## config.mk

```make
export PLATFORM = sky130hd
export DESIGN_NAME = alu_seq
export DESIGN_NICKNAME = d
export VERILOG_FILES = /design/src/rtl/alu_seq_pkg.sv /design/src/rtl/alu_seq_core.sv /design/src/rtl/alu_seq.sv
export SDC_FILE = /design/constraint.sdc
export NUM_CORES = 1
export LEC_CHECK = 0
export BUFFER_PORTS_ARGS = -buffer_cell sky130_fd_sc_hd__buf_2
export CAP_MARGIN = 20
export CORE_MARGIN = 4
export CORE_UTILIZATION = 40
export CTS_CLUSTER_SIZE = 14
export DETAILED_ROUTE_END_ITERATION = 7
export PLACE_DENSITY = 0.66
export SLEW_MARGIN = 30
export SYNTH_ARGS = -nofsm -noshare
export SYNTH_HDL_FRONTEND = slang
export SYNTH_SLANG_ARGS = --single-unit
```

## constraint.sdc

```tcl
create_clock -name clk -period 2 [get_ports clk]
set_input_delay 0.4 -clock clk [delete_from_list [all_inputs] [get_ports clk]]
set_output_delay 0.4 -clock clk [all_outputs]
set_load 0.02 [all_outputs]
```

## src/rtl/alu_seq_pkg.sv

```systemverilog
// Shared types and constants for the alu_seq block: opcode enum, FSM state
// enum and the opcode constants the controller uses to decode shifts.
package alu_seq_pkg;

    typedef enum logic [2:0] {
        OP_ADD  = 3'b000,
        OP_SUB  = 3'b001,
        OP_AND  = 3'b010,
        OP_NOTB = 3'b011,
        OP_OR   = 3'b100,
        OP_XOR  = 3'b101,
        OP_SHL  = 3'b110,
        OP_SRA  = 3'b111
    } alu_op_e;

    typedef enum logic [1:0] {
        ST_IDLE  = 2'd0,
        ST_SHIFT = 2'd1,
        ST_DONE  = 2'd2
    } alu_state_e;

    localparam logic [2:0] OPC_SHL = 3'b110;
    localparam logic [2:0] OPC_SRA = 3'b111;

endpackage

```

## src/rtl/alu_seq_core.sv

```systemverilog
// Combinational W-bit compute for the non-shift ops plus N/V/Z flag
// derivation. With ALU_CARRY_EN defined it also produces the carry flag
// (carry out for ADD, not-borrow for SUB, 0 otherwise).
module alu_seq_core
    import alu_seq_pkg::*;
#(
    parameter int W = 16
)
(
    input  alu_op_e        op,
    input  logic [W-1:0]   a,
    input  logic [W-1:0]   b,
    output logic [W-1:0]   r,
    output logic           n,
    output logic           v,
    output logic           z
`ifdef ALU_CARRY_EN
    ,
    output logic           c
`endif
);

    // One extra bit on the adder only when the carry flag is built.
`ifdef ALU_CARRY_EN
    localparam int EW = W + 1;
`else
    localparam int EW = W;
`endif

    logic [EW-1:0] sum_ext;
    logic [EW-1:0] dif_ext;

    assign sum_ext = EW'(a) + EW'(b);
    assign dif_ext = EW'(a) - EW'(b);

    // Operation select, overflow and carry derivation.
    always_comb begin
        r = '0;
        v = 1'b0;
`ifdef ALU_CARRY_EN
        c = 1'b0;
`endif
        case (op)
            OP_ADD: begin
                r = sum_ext[W-1:0];
                v = (a[W-1] == b[W-1]) && (sum_ext[W-1] != a[W-1]);
`ifdef ALU_CARRY_EN
                c = sum_ext[EW-1];
`endif
            end
            OP_SUB: begin
                r = dif_ext[W-1:0];
                v = (a[W-1] != b[W-1]) && (dif_ext[W-1] != a[W-1]);
`ifdef ALU_CARRY_EN
                c = ~dif_ext[EW-1];
`endif
            end
            OP_AND:  r = a & b;
            OP_NOTB: r = ~b;
            OP_OR:   r = a | b;
            OP_XOR:  r = a ^ b;
            default: r = '0;
        endcase
        n = r[W-1];
        z = (r == '0);
    end

endmodule

```

## src/rtl/alu_seq.sv

```systemverilog
// alu_seq: handshaked ALU with iterative one-bit-per-cycle shifts and a
// status register (n/v/z) that loads only when load_status was set on the
// accepted op. Optional carry flag c is built when ALU_CARRY_EN is defined.
module alu_seq
    import alu_seq_pkg::*;
#(
    parameter int W  = 16,
    parameter int SW = $clog2(W)
)
(
    input  logic           clk,
    input  logic           rst_n,
    input  logic           in_valid,
    output logic           in_ready,
    input  logic [2:0]     op,
    input  logic [W-1:0]   a,
    input  logic [W-1:0]   b,
    input  logic [SW-1:0]  shamt,
    input  logic           load_status,
    output logic           out_valid,
    input  logic           out_ready,
    output logic [W-1:0]   result,
    output logic           n,
    output logic           v,
    output logic           z
`ifdef ALU_CARRY_EN
    ,
    output logic           c
`endif
);

    alu_state_e     state_q, state_d;
    logic [W-1:0]   res_q,   res_d;
    logic [SW-1:0]  cnt_q,   cnt_d;
    logic           sra_q,   sra_d;
    logic           ls_q,    ls_d;
    logic           n_q,     n_d;
    logic           v_q,     v_d;
    logic           z_q,     z_d;
`ifdef ALU_CARRY_EN
    logic           c_q,     c_d;
    logic           core_c;
    logic           sh_out;
`endif

    logic [W-1:0]   core_r;
    logic           core_n;
    logic           core_v;
    logic           core_z;
    logic [W-1:0]   sh_next;
    logic           is_shift;

    alu_seq_core #(.W(W)) u_core (
        .op (alu_op_e'(op)),
        .a  (a),
        .b  (b),
        .r  (core_r),
        .n  (core_n),
        .v  (core_v),
        .z  (core_z)
`ifdef ALU_CARRY_EN
        ,
        .c  (core_c)
`endif
    );

    assign is_shift = (op == OPC_SHL) || (op == OPC_SRA);

    // One-bit shift step of the working register (and the bit it drops).
    always_comb begin
        if (sra_q) begin
            sh_next = {res_q[W-1], res_q[W-1:1]};
        end else begin
            sh_next = {res_q[W-2:0], 1'b0};
        end
`ifdef ALU_CARRY_EN
        sh_out = sra_q ? res_q[0] : res_q[W-1];
`endif
    end

    // Next-state, datapath and status-register update.
    always_comb begin
        state_d = state_q;
        res_d   = res_q;
        cnt_d   = cnt_q;
        sra_d   = sra_q;
        ls_d    = ls_q;
        n_d     = n_q;
        v_d     = v_q;
        z_d     = z_q;
`ifdef ALU_CARRY_EN
        c_d     = c_q;
`endif
        case (state_q)
            ST_IDLE: begin
                if (in_valid) begin
                    sra_d = (op == OPC_SRA);
                    ls_d  = load_status;
                    if (is_shift) begin
                        res_d = a;
                        cnt_d = shamt;
                        if (shamt == '0) begin
                            // Zero-length shift completes immediately with result=a.
                            state_d = ST_DONE;
                            if (load_status) begin
                                n_d = a[W-1];
                                v_d = 1'b0;
                                z_d = (a == '0);
`ifdef ALU_CARRY_EN
                                c_d = 1'b0;
`endif
                            end
                        end else begin
                            state_d = ST_SHIFT;
                        end
                    end else begin
                        res_d   = core_r;
                        state_d = ST_DONE;
                        if (load_status) begin
                            n_d = core_n;
                            v_d = core_v;
                            z_d = core_z;
`ifdef ALU_CARRY_EN
                            c_d = core_c;
`endif
                        end
                    end
                end
            end
            ST_SHIFT: begin
                res_d = sh_next;
                cnt_d = cnt_q - SW'(1);
                if (cnt_q == SW'(1)) begin
                    state_d = ST_DONE;
                    if (ls_q) begin
                        n_d = sh_next[W-1];
                        v_d = 1'b0;
                        z_d = (sh_next == '0);
`ifdef ALU_CARRY_EN
                        c_d = sh_out;
`endif
                    end
                end
            end
            ST_DONE: begin
                if (out_ready) begin
                    state_d = ST_IDLE;
                end
            end
            default: state_d = ST_IDLE;
        endcase
    end

    // State and datapath registers; async reset discards any in-flight op.
    always_ff @(posedge clk or negedge rst_n) begin
        if (!rst_n) begin
            state_q <= ST_IDLE;
            res_q   <= '0;
            cnt_q   <= '0;
            sra_q   <= 1'b0;
            ls_q    <= 1'b0;
            n_q     <= 1'b0;
            v_q     <= 1'b0;
            z_q     <= 1'b0;
`ifdef ALU_CARRY_EN
            c_q     <= 1'b0;
`endif
        end else begin
            state_q <= state_d;
            res_q   <= res_d;
            cnt_q   <= cnt_d;
            sra_q   <= sra_d;
            ls_q    <= ls_d;
            n_q     <= n_d;
            v_q     <= v_d;
            z_q     <= z_d;
`ifdef ALU_CARRY_EN
            c_q     <= c_d;
`endif
        end
    end

    assign in_ready  = (state_q == ST_IDLE);
    assign out_valid = (state_q == ST_DONE);
    assign result    = res_q;
    assign n         = n_q;
    assign v         = v_q;
    assign z         = z_q;
`ifdef ALU_CARRY_EN
    assign c         = c_q;
`endif

endmodule

```

==> impl_metrics.csv, run 1 <==
group,metric,value,unit
logic_synthesis,synth_flop_cell,"dfrtp_1",
clock_network,cts-root-buf,"clkbuf_16",
critical_path,crit_chain,"buf_12 -> inv_12 -> ha_4 -> inv_2 -> fa_2 -> nand2b_4 -> a2111oi_4 -> nor4b_2 -> o21ai_1 -> o2bb2ai_1 -> or4b_4 -> nor4_2 -> nand4_1 -> a21oi_1",
clock_network,clock_sinks,27,
routing,wl_per_cell,19.1,um
timing,timing.final.max_slew_violations,0,
timing,max_slew.worst_pin.slew,0.668,ns
placed_design,portBuffers,64,
critical_path,startpoint_type,"primary input",
layout,antennaDiodeCount,0,
layout,flow.area_growth_from_synthesis,57.6,%
layout,stdcell_count,1023,
critical_path,worst-path-stages,14,
floorplan,die_w,116,um
placed_design,placed_cells,1001,
floorplan,dieArea,13500,um2
timing,holdWs,0.148,ns
timing,worst_slew_margin_rel,55.0,%
logic_synthesis,ys.warnings.count,0,
logic_synthesis,yosysMostFrequentCell,"inv_1",
outcome,failed_checks,"setup timing",
layout,drive_gt1_share,43.2,%
floorplan,io_pins,65,
clock_network,path_clk_slew,0.07,ns
global_routing,overflow,0,
critical_path,r2r-end,"z$_DFFE_PN0P_",
logic_synthesis,synth_common_cells,"inv_1, nor2_1, ha_1, a21oi_1, nand2_1",
logic_synthesis,syn_area_per_cell,7.32,um2
pwr,ir_worst_vdd,728,uV
critical_path,r2r_setup_slack,0.15,ns
logic_synthesis,ys_seq_area_share,14.4,%
layout,final_core_util,64.5,%
floorplan,rows,39,
critical_path,worstSetupPathType,"in2reg",
logic_synthesis,async_reset_ff_share,100,%
clock_network,clk_path_buf_depth,2,
critical_path,r2r_start,"sra_q$_DFFE_PN0P_",
timing,finalSetupViolCount,18,
logic_synthesis,ys_top_cells_by_area,"dfrtp_1, ha_1, a21oi_1",
placed_design,hpwl,15.8,mm
logic_synthesis,yosysUniqueCellTypes,86,
placed_design,place_congestion,0.982,
routing,drt_wl_total,19.5,mm
global_routing,antenna_found_initial,0,
clock_network,clk_latency,0.26,ns
critical_path,crit_slowest_cell,"or4b_4",
global_routing,grt_pass1_wl,30.3,mm
logic_synthesis,syn_nets,737,
critical_path,cp_max_fo,3,
timing,fin_tns_setup,-8.60,ns
routing,first_pass_iters,5,
worst_hold_path,hold_class,"in2async",
critical_path,cpPeakStageDelay,0.49,ns
timing,max_freq,357,MHz
clock_network,cts_buffers,3,
placed_design,post-place-ws,-1.25,ns
floorplan,core-area,11400,um2
outcome,outcome,"finished, violations left",
pwr,p_leak,3.46,nW
pwr,p_per_area,654,nW/um2
clock_network,postCtsHoldBufs,0,
logic_synthesis,yosysTopAreaCellShare,14.4,%
global_routing,grt_max_degree,28,
global_routing,grt_usage,28.2,%
timing,final-hold-violation-count,0,
critical_path,required,2.19,ns
routing,vias,5951,
logic_synthesis,yosysTopAreaCell,"dfrtp_1",
critical_path,reg2reg_depth,5,
floorplan,die_h,116,um
routing,detail_route.vias_per_cell,5.82,
floorplan,initial_utilization,41.0,%
job,maxCapViolations,0,
timing,clock_skew,0.00583,ns
clock_network,ctsHtreeMaxLevel,1,
critical_path,crit_family,"simple AND/OR/NAND/NOR gates",
critical_path,path_buf_inv,3,
routing,ant_nets,0,
timing,postLayoutSetupSlackWorst,-0.798,ns
logic_synthesis,synth_area,4680,um2
timing,period_minus_slack,2.80,ns
layout,layout.nets,979,
critical_path,cp-end-kind,"flop",
routing,drc_errors,0,
timing,fin_crit_sh,140,%
logic_synthesis,synthCells,639,
clock_network,cts_tree,"built",
critical_path,cp_data_arrival_time,2.99,ns
timing,rsz0062_at_grt,"true",
logic_synthesis,synth_edf_count,0,
logic_synthesis,ys_seq_elements,27,
routing,drt_first_iter_violations,388,
global_routing,grt_pass1_vias,5823,
[cell families after synthesis]
family                   count (synthesis)  share of synthesized area, %
multiplexers                            23                          5.38
XOR/XNOR                                 7                          1.31
flip-flops                              27                          14.4
buffers and inverters                   99                          8.40
AO/OA/AOI/OAI                          218                          32.6
AND/OR/NAND/NOR                        211                          23.1
adder cells (fa/ha/maj)                 54                          14.8
[repair_timing]
action / 4_1_cts / 5_1_grt
endpoints found under the hold margin: 0 / 0
setup buffers: 18 / 7
pin swaps: 45 / 39
setup endpoints to repair: 19 / 19
resized for setup: 58 / 41
[worst max-delay path by stage]
stage	endpoint	startpoint	slack, ns
6_report	z$_DFFE_PN0P_	a[0]	-0.80
5_1_grt	z$_DFFE_PN0P_	a[0]	-0.88
4_1_cts	z$_DFFE_PN0P_	a[0]	-0.77
3_5_place_dp	result[14]$_DFFE_PN0P_	a[0]	-1.25
2_1_floorplan	z$_DFFE_PN0P_	a[0]	-0.77
3_3_place_gp	z$_DFFE_PN0P_	a[0]	-1.20
[routing by layer]
layer / part of all wire, % / track usage, %
met5: 0 / 0
met2: 47 / 47.6
met1: 43 / 38.0
met4: 4.5 / 9.36
met3: 5.1 / 2.59
[flip-flops by register name, indices dropped and copies added (netlist names)]
signal   cells
sra_q        1
result      16
n            1
ls_q         1
cnt_q        4
z            1
state_q      2
v            1
[cell usage in the layout, fill, tap and decap left out, types with 7 or more instances in the layout]
cell type,synthesis,final
o211ai_1,8,8
nor3_1,21,20
nor2b_1,9,9
nand3_1,14,10
a21oi_1,50,40
nand2_1,43,43
a211oi_2,1,8
a211o_1,8,8
ha_4,0,8
dfrtp_1,27,27
nor4_1,11,8
inv_1,59,53
buf_6,1,10
o21ai_1,9,12
a21oi_2,1,10
buf_4,1,201
o21ai_0,37,29
ha_1,52,43
nand2b_1,18,18
buf_2,8,59
or3_1,7,7
nor2_1,56,50
mux2i_1,15,15
a211oi_1,20,12
[worst reg2reg max path, stage by stage (launching register included)]
cell	delay (ns)
dfrtp_1	0.50
o21ai_0	0.60
nor4_1	0.14
and4b_1	0.24
o31ai_1	0.20
a21oi_1	0.06
[report_power, final]
group / internal (mW) / switching, mW / total [mW]
logic: 1.46 / 1.76 / 3.22
registers: 0.792 / 0.340 / 1.13
clock network: 0.272 / 0.196 / 0.468
[per-stage QoR]
step	instance area, um2	total power, mW
after detailed placement	6690	4.02
after global routing	7370	5.15
after CTS	7150	4.68
after global placement	6690	3.95
after floorplan	4910	2.81
final	7370	4.82
[layout make-up]
type,instances,area (um2)
well taps,143,179
fillers,978,4050
clock buffers,3,75.1
multi-input cells,513,4170
clock inverters,1,7.51
inverters,60,244
flip-flops and latches,27,676
repair buffers,276,2010
No activity file was read; power rests on OpenSTA's default activity.
==> run 2, diff against run 1 <==
- PLACE_DENSITY: 0.66 -> not set
- PLACE_DENSITY_LB_ADDON: not set -> 0.05
==> impl_metrics.csv, run 2 (same netlist as run 1, synthesis figures left out) <==
group,metric,value,unit
clock_network,path_clk_slew,0.07,ns
critical_path,startpoint_type,"primary input",
floorplan,rows,39,
outcome,outcome,"finished, violations left",
floorplan,dieArea,13500,um2
timing,finalSetupViolCount,18,
timing,timing.final.max_slew_violations,0,
timing,clock_skew,0.00477,ns
critical_path,r2r_setup_slack,0.15,ns
placed_design,portBuffers,64,
pwr,p_per_area,653,nW/um2
clock_network,postCtsHoldBufs,0,
critical_path,required,2.16,ns
critical_path,cp_max_fo,2,
placed_design,hpwl,15.6,mm
clock_network,cts_buffers,3,
routing,detail_route.vias_per_cell,5.80,
layout,layout.nets,985,
routing,ant_nets,0,
layout,final_common_cell,"buf_4",
layout,largest_reg_flops,16,
clock_network,cts-root-buf,"clkbuf_16",
clock_network,clk_latency,0.27,ns
clock_network,clock_sinks,27,
layout,drive_gt1_share,46.0,%
layout,num-fill-cells,971,
routing,first_pass_iters,5,
layout,flow.area_growth_from_synthesis,62.0,%
critical_path,reg2reg_depth,5,
floorplan,die_w,116,um
routing,drt_wl_total,19.7,mm
floorplan,io_pins,65,
routing,vias,5970,
global_routing,grt_pass1_wl,30.0,mm
job,maxCapViolations,0,
global_routing,overflow,0,
pwr,ir_worst_vdd,677,uV
timing,max_freq,356,MHz
global_routing,grt_pass1_vias,5758,
timing,postLayoutSetupSlackWorst,-0.808,ns
timing,final-hold-violation-count,0,
critical_path,cp_data_arrival_time,2.97,ns
clock_network,clk_path_buf_depth,2,
pwr,p_leak,3.51,nW
floorplan,die_h,116,um
outcome,failed_checks,"setup timing",
layout,stdcell_count,1029,
worst_hold_path,hold_class,"in2async",
global_routing,grt_max_degree,28,
placed_design,placed_cells,998,
global_routing,antenna_found_initial,0,
timing,fin_crit_sh,140,%
routing,wl_per_cell,19.1,um
layout,antennaDiodeCount,0,
timing,max_slew.worst_pin.slew,0.629,ns
timing,period_minus_slack,2.81,ns
critical_path,worstSetupPathType,"in2reg",
clock_network,cts_tree,"built",
timing,worst_slew_margin_rel,57.7,%
global_routing,grt_usage,28.2,%
routing,drc_errors,0,
layout,seq_area,676,um2
layout,multi_input_area,4310,um2
placed_design,place_congestion,1.01,
critical_path,r2r_start,"sra_q$_DFFE_PN0P_",
timing,rsz0062_at_grt,"true",
floorplan,initial_utilization,41.0,%
clock_network,ctsHtreeMaxLevel,1,
critical_path,r2r-end,"z$_DFFE_PN0P_",
floorplan,core-area,11400,um2
placed_design,post-place-ws,-1.26,ns
routing,drt_first_iter_violations,524,
critical_path,cp-end-kind,"flop",
layout,final_cell_mix,"buf_4, buf_2, nor2_1, inv_1, nand2_1",
timing,fin_tns_setup,-8.87,ns
-- run 2: timing repair --
item	4_1_cts	5_1_grt
setup endpoints to repair	22	22
gates resized for setup	63	71
pin swaps	33	44
cloned	0	0
buffers inserted	10	20
-- run 2: layout make-up --
cell class | count | share of cell area [%]
clock buffers | 3 | 0.991
flip-flops and latches | 27 | 8.92
well taps | 143 | 2.36
inverters | 60 | 3.22
repair buffers | 282 | 27.5
multi-input cells | 513 | 56.9
clock inverters | 1 | 0.0991
-- run 2: metrics by stage --
stage	power [mW]	hold slack, ns	util (%)	cell area [um2]
global route	5.29	0.186	66.3	7580
floorplan	2.81	0.104	-	4910
finish	4.94	0.133	66.3	7580
global placement	3.99	0.451	58.4	6670
detailed placement	4.04	0.451	58.4	6670
CTS	4.69	0.157	62.2	7100
-- run 2: power breakdown --
part	leakage (nW)	internal [mW]	switching [mW]
combinational	3.14	1.53	1.80
sequential	0.334	0.793	0.343
clock	0.0371	0.273	0.204
-- run 2: critical path: stages --
cell       delay, ns
buf_12          0.11
inv_12          0.04
ha_4            0.12
inv_2           0.04
fa_2            0.35
buf_6           0.14
nand2b_4        0.08
a2bb2oi_4       0.07
a2111oi_4       0.39
nor2_2          0.10
a211o_1         0.33
mux2_4          0.32
a21oi_4         0.13
a21oi_2         0.06
a221o_1         0.27
-- run 2: how the worst max path moves through the flow --
stage | slack, ns | cells after the start | end | start
floorplan | -0.77 | 12 | z$_DFFE_PN0P_ | a[0]
global placement | -1.25 | 15 | z$_DFFE_PN0P_ | a[0]
detailed placement | -1.26 | 15 | z$_DFFE_PN0P_ | a[0]
CTS | -0.77 | 15 | z$_DFFE_PN0P_ | a[0]
global route | -0.92 | 17 | z$_DFFE_PN0P_ | a[0]
finish | -0.81 | 15 | result[14]$_DFFE_PN0P_ | a[0]
-- run 2: routing by layer --
layer	routed length, um	GRT usage, %	vias up	part of all wire [%]
li1	-	-	2851	-
met1	8400	37.6	2843	43
met2	9170	46.0	224	47
met3	1240	4.40	52	6.3
met4	857	11.1	0	4.4
met5	0	0	-	0
==> run 3, diff against run 2 <==
- BUFFER_PORTS_ARGS: -buffer_cell sky130_fd_sc_hd__buf_2 -> -buffer_cell sky130_fd_sc_hd__clkbuf_2
- CORE_MARGIN: 4 -> not set
==> impl_metrics.csv, run 3 (same netlist as run 1, synthesis figures left out) <==
group,metric,value,unit
layout,multi_input_area,4160,um2
timing,fin_tns_setup,-8.60,ns
layout,final_common_cell,"buf_4",
critical_path,cp-end-kind,"flop",
placed_design,hpwl,15.9,mm
global_routing,grt_pass1_wl,29.7,mm
timing,postLayoutSetupSlackWorst,-0.859,ns
timing,max_slew.worst_pin.slew,0.725,ns
clock_network,cts_buffers,3,
placed_design,placed_area,6800,um2
floorplan,rows,39,
global_routing,grt_max_degree,28,
pwr,ir_worst_vdd,644,uV
placed_design,place_congestion,1.04,
outcome,outcome,"finished, violations left",
critical_path,worstSetupPathType,"in2reg",
layout,drive_gt1_share,44.0,%
clock_network,ctsHtreeMaxLevel,1,
clock_network,cts_tree,"built",
pwr,p_leak,3.50,nW
timing,finalSetupViolCount,18,
timing,timing.final.max_slew_violations,0,
critical_path,cp_data_arrival_time,3.02,ns
floorplan,io_pins,65,
critical_path,r2r_setup_slack,0.13,ns
routing,drt_wl_total,19.6,mm
clock_network,cts-root-buf,"clkbuf_16",
global_routing,grt_pass1_vias,5666,
routing,detail_route.vias_per_cell,5.78,
routing,wl_per_cell,19.0,um
routing,drc_errors,0,
timing,worst_slew_margin_rel,51.7,%
routing,vias,5953,
global_routing,overflow,0,
placed_design,post-place-ws,-1.25,ns
pwr,p_per_area,649,nW/um2
clock_network,clk_path_buf_depth,2,
layout,final_cell_mix,"buf_4, clkbuf_2, nor2_1, inv_1, nand2_1",
timing,clock_skew,0.00520,ns
global_routing,antenna_found_initial,0,
critical_path,required,2.16,ns
timing,final-hold-violation-count,0,
clock_network,path_clk_slew,0.07,ns
floorplan,initial_utilization,41.0,%
timing,holdWs,0.176,ns
critical_path,startpoint_type,"primary input",
layout,antennaDiodeCount,0,
clock_network,clk_latency,0.27,ns
layout,num-fill-cells,1031,
timing,period_minus_slack,2.86,ns
pwr,power,4.83,mW
layout,seq_area,676,um2
worst_hold_path,hold_class,"in2async",
clock_network,clock_sinks,27,
timing,fin_crit_sh,143,%
critical_path,cp_max_fo,3,
routing,first_pass_iters,5,
layout,largest_reg_flops,16,
outcome,failed_checks,"setup timing",
layout,final_area,7440,um2
routing,ant_nets,0,
floorplan,core-area,11400,um2
floorplan,dieArea,12100,um2
global_routing,grt_usage,32.3,%
floorplan,die_w,110,um
timing,max_freq,350,MHz
routing,drt_first_iter_violations,462,
placed_design,portBuffers,64,
floorplan,die_h,110,um
layout,flow.area_growth_from_synthesis,59.0,%
layout,layout.nets,986,
timing,rsz0062_at_grt,"true",
job,maxCapViolations,0,
-- run 3: final cells by class --
class / instances / share of cell area (%)
sequential: 27 / 9.08
clock inverter: 1 / 0.101
inverter: 60 / 3.30
multi-input combinational: 513 / 55.9
clock buffer: 3 / 1.01
tap: 143 / 2.41
timing repair buffer: 283 / 28.2
-- run 3: per-stage QoR --
step,std cells,util [%]
after floorplan,639,-
after global placement,1015,59.5
after detailed placement,1015,59.5
after CTS,1023,62.9
after global routing,1030,65.1
final,1030,65.1
-- run 3: critical path, cell delays in order --
cell       delay, ns
clkbuf_16       0.13
inv_12          0.03
ha_4            0.15
inv_2           0.05
fa_2            0.20
buf_6           0.11
nand2b_4        0.07
a2111oi_4       0.48
nor4b_4         0.12
buf_4           0.15
o41a_1          0.32
nand3_1         0.09
o311ai_1        0.12
buf_4           0.16
a211o_1         0.26
a22o_1          0.17
-- run 3: path summary, 6_finish.rpt --
path	startpoint	to	cells after the start
min in group clk	load_status	ls_q$_DFFE_PN0P_	2
worst min register to register	v$_DFFE_PN0P_	v$_DFFE_PN0P_	2
worst max-delay path	a[0]	result[12]$_DFFE_PN0P_	16
worst min-delay path	rst_n	cnt_q[1]$_DFFE_PN0P_	1
worst max register to register	sra_q$_DFFE_PN0P_	z$_DFFE_PN0P_	6
max in group asynchronous	rst_n	result[7]$_DFFE_PN0P_	1
-- run 3: timing repair --
action / 4_1_cts / 5_1_grt
buffers inserted: 4 / 9
gates resized for setup: 57 / 45
hold buffers: 0 / 0
cloned: 0 / 0
endpoints found under the setup margin: 24 / 23
pin swaps: 23 / 38
-- run 3: layer usage --
layer  wire length [um]  global-route usage [%]
met5                  0                       0
met2               9130                    54.4
met3               1220                    4.35
met4                668                    10.7
met1               8550                    42.4
-- run 3: report_power, final --
| part | internal [mW] | switching [mW] | total [mW] |
|---|---|---|---|
| combinational | 1.47 | 1.73 | 3.20 |
| clock | 0.272 | 0.204 | 0.476 |
| sequential | 0.792 | 0.363 | 1.15 |
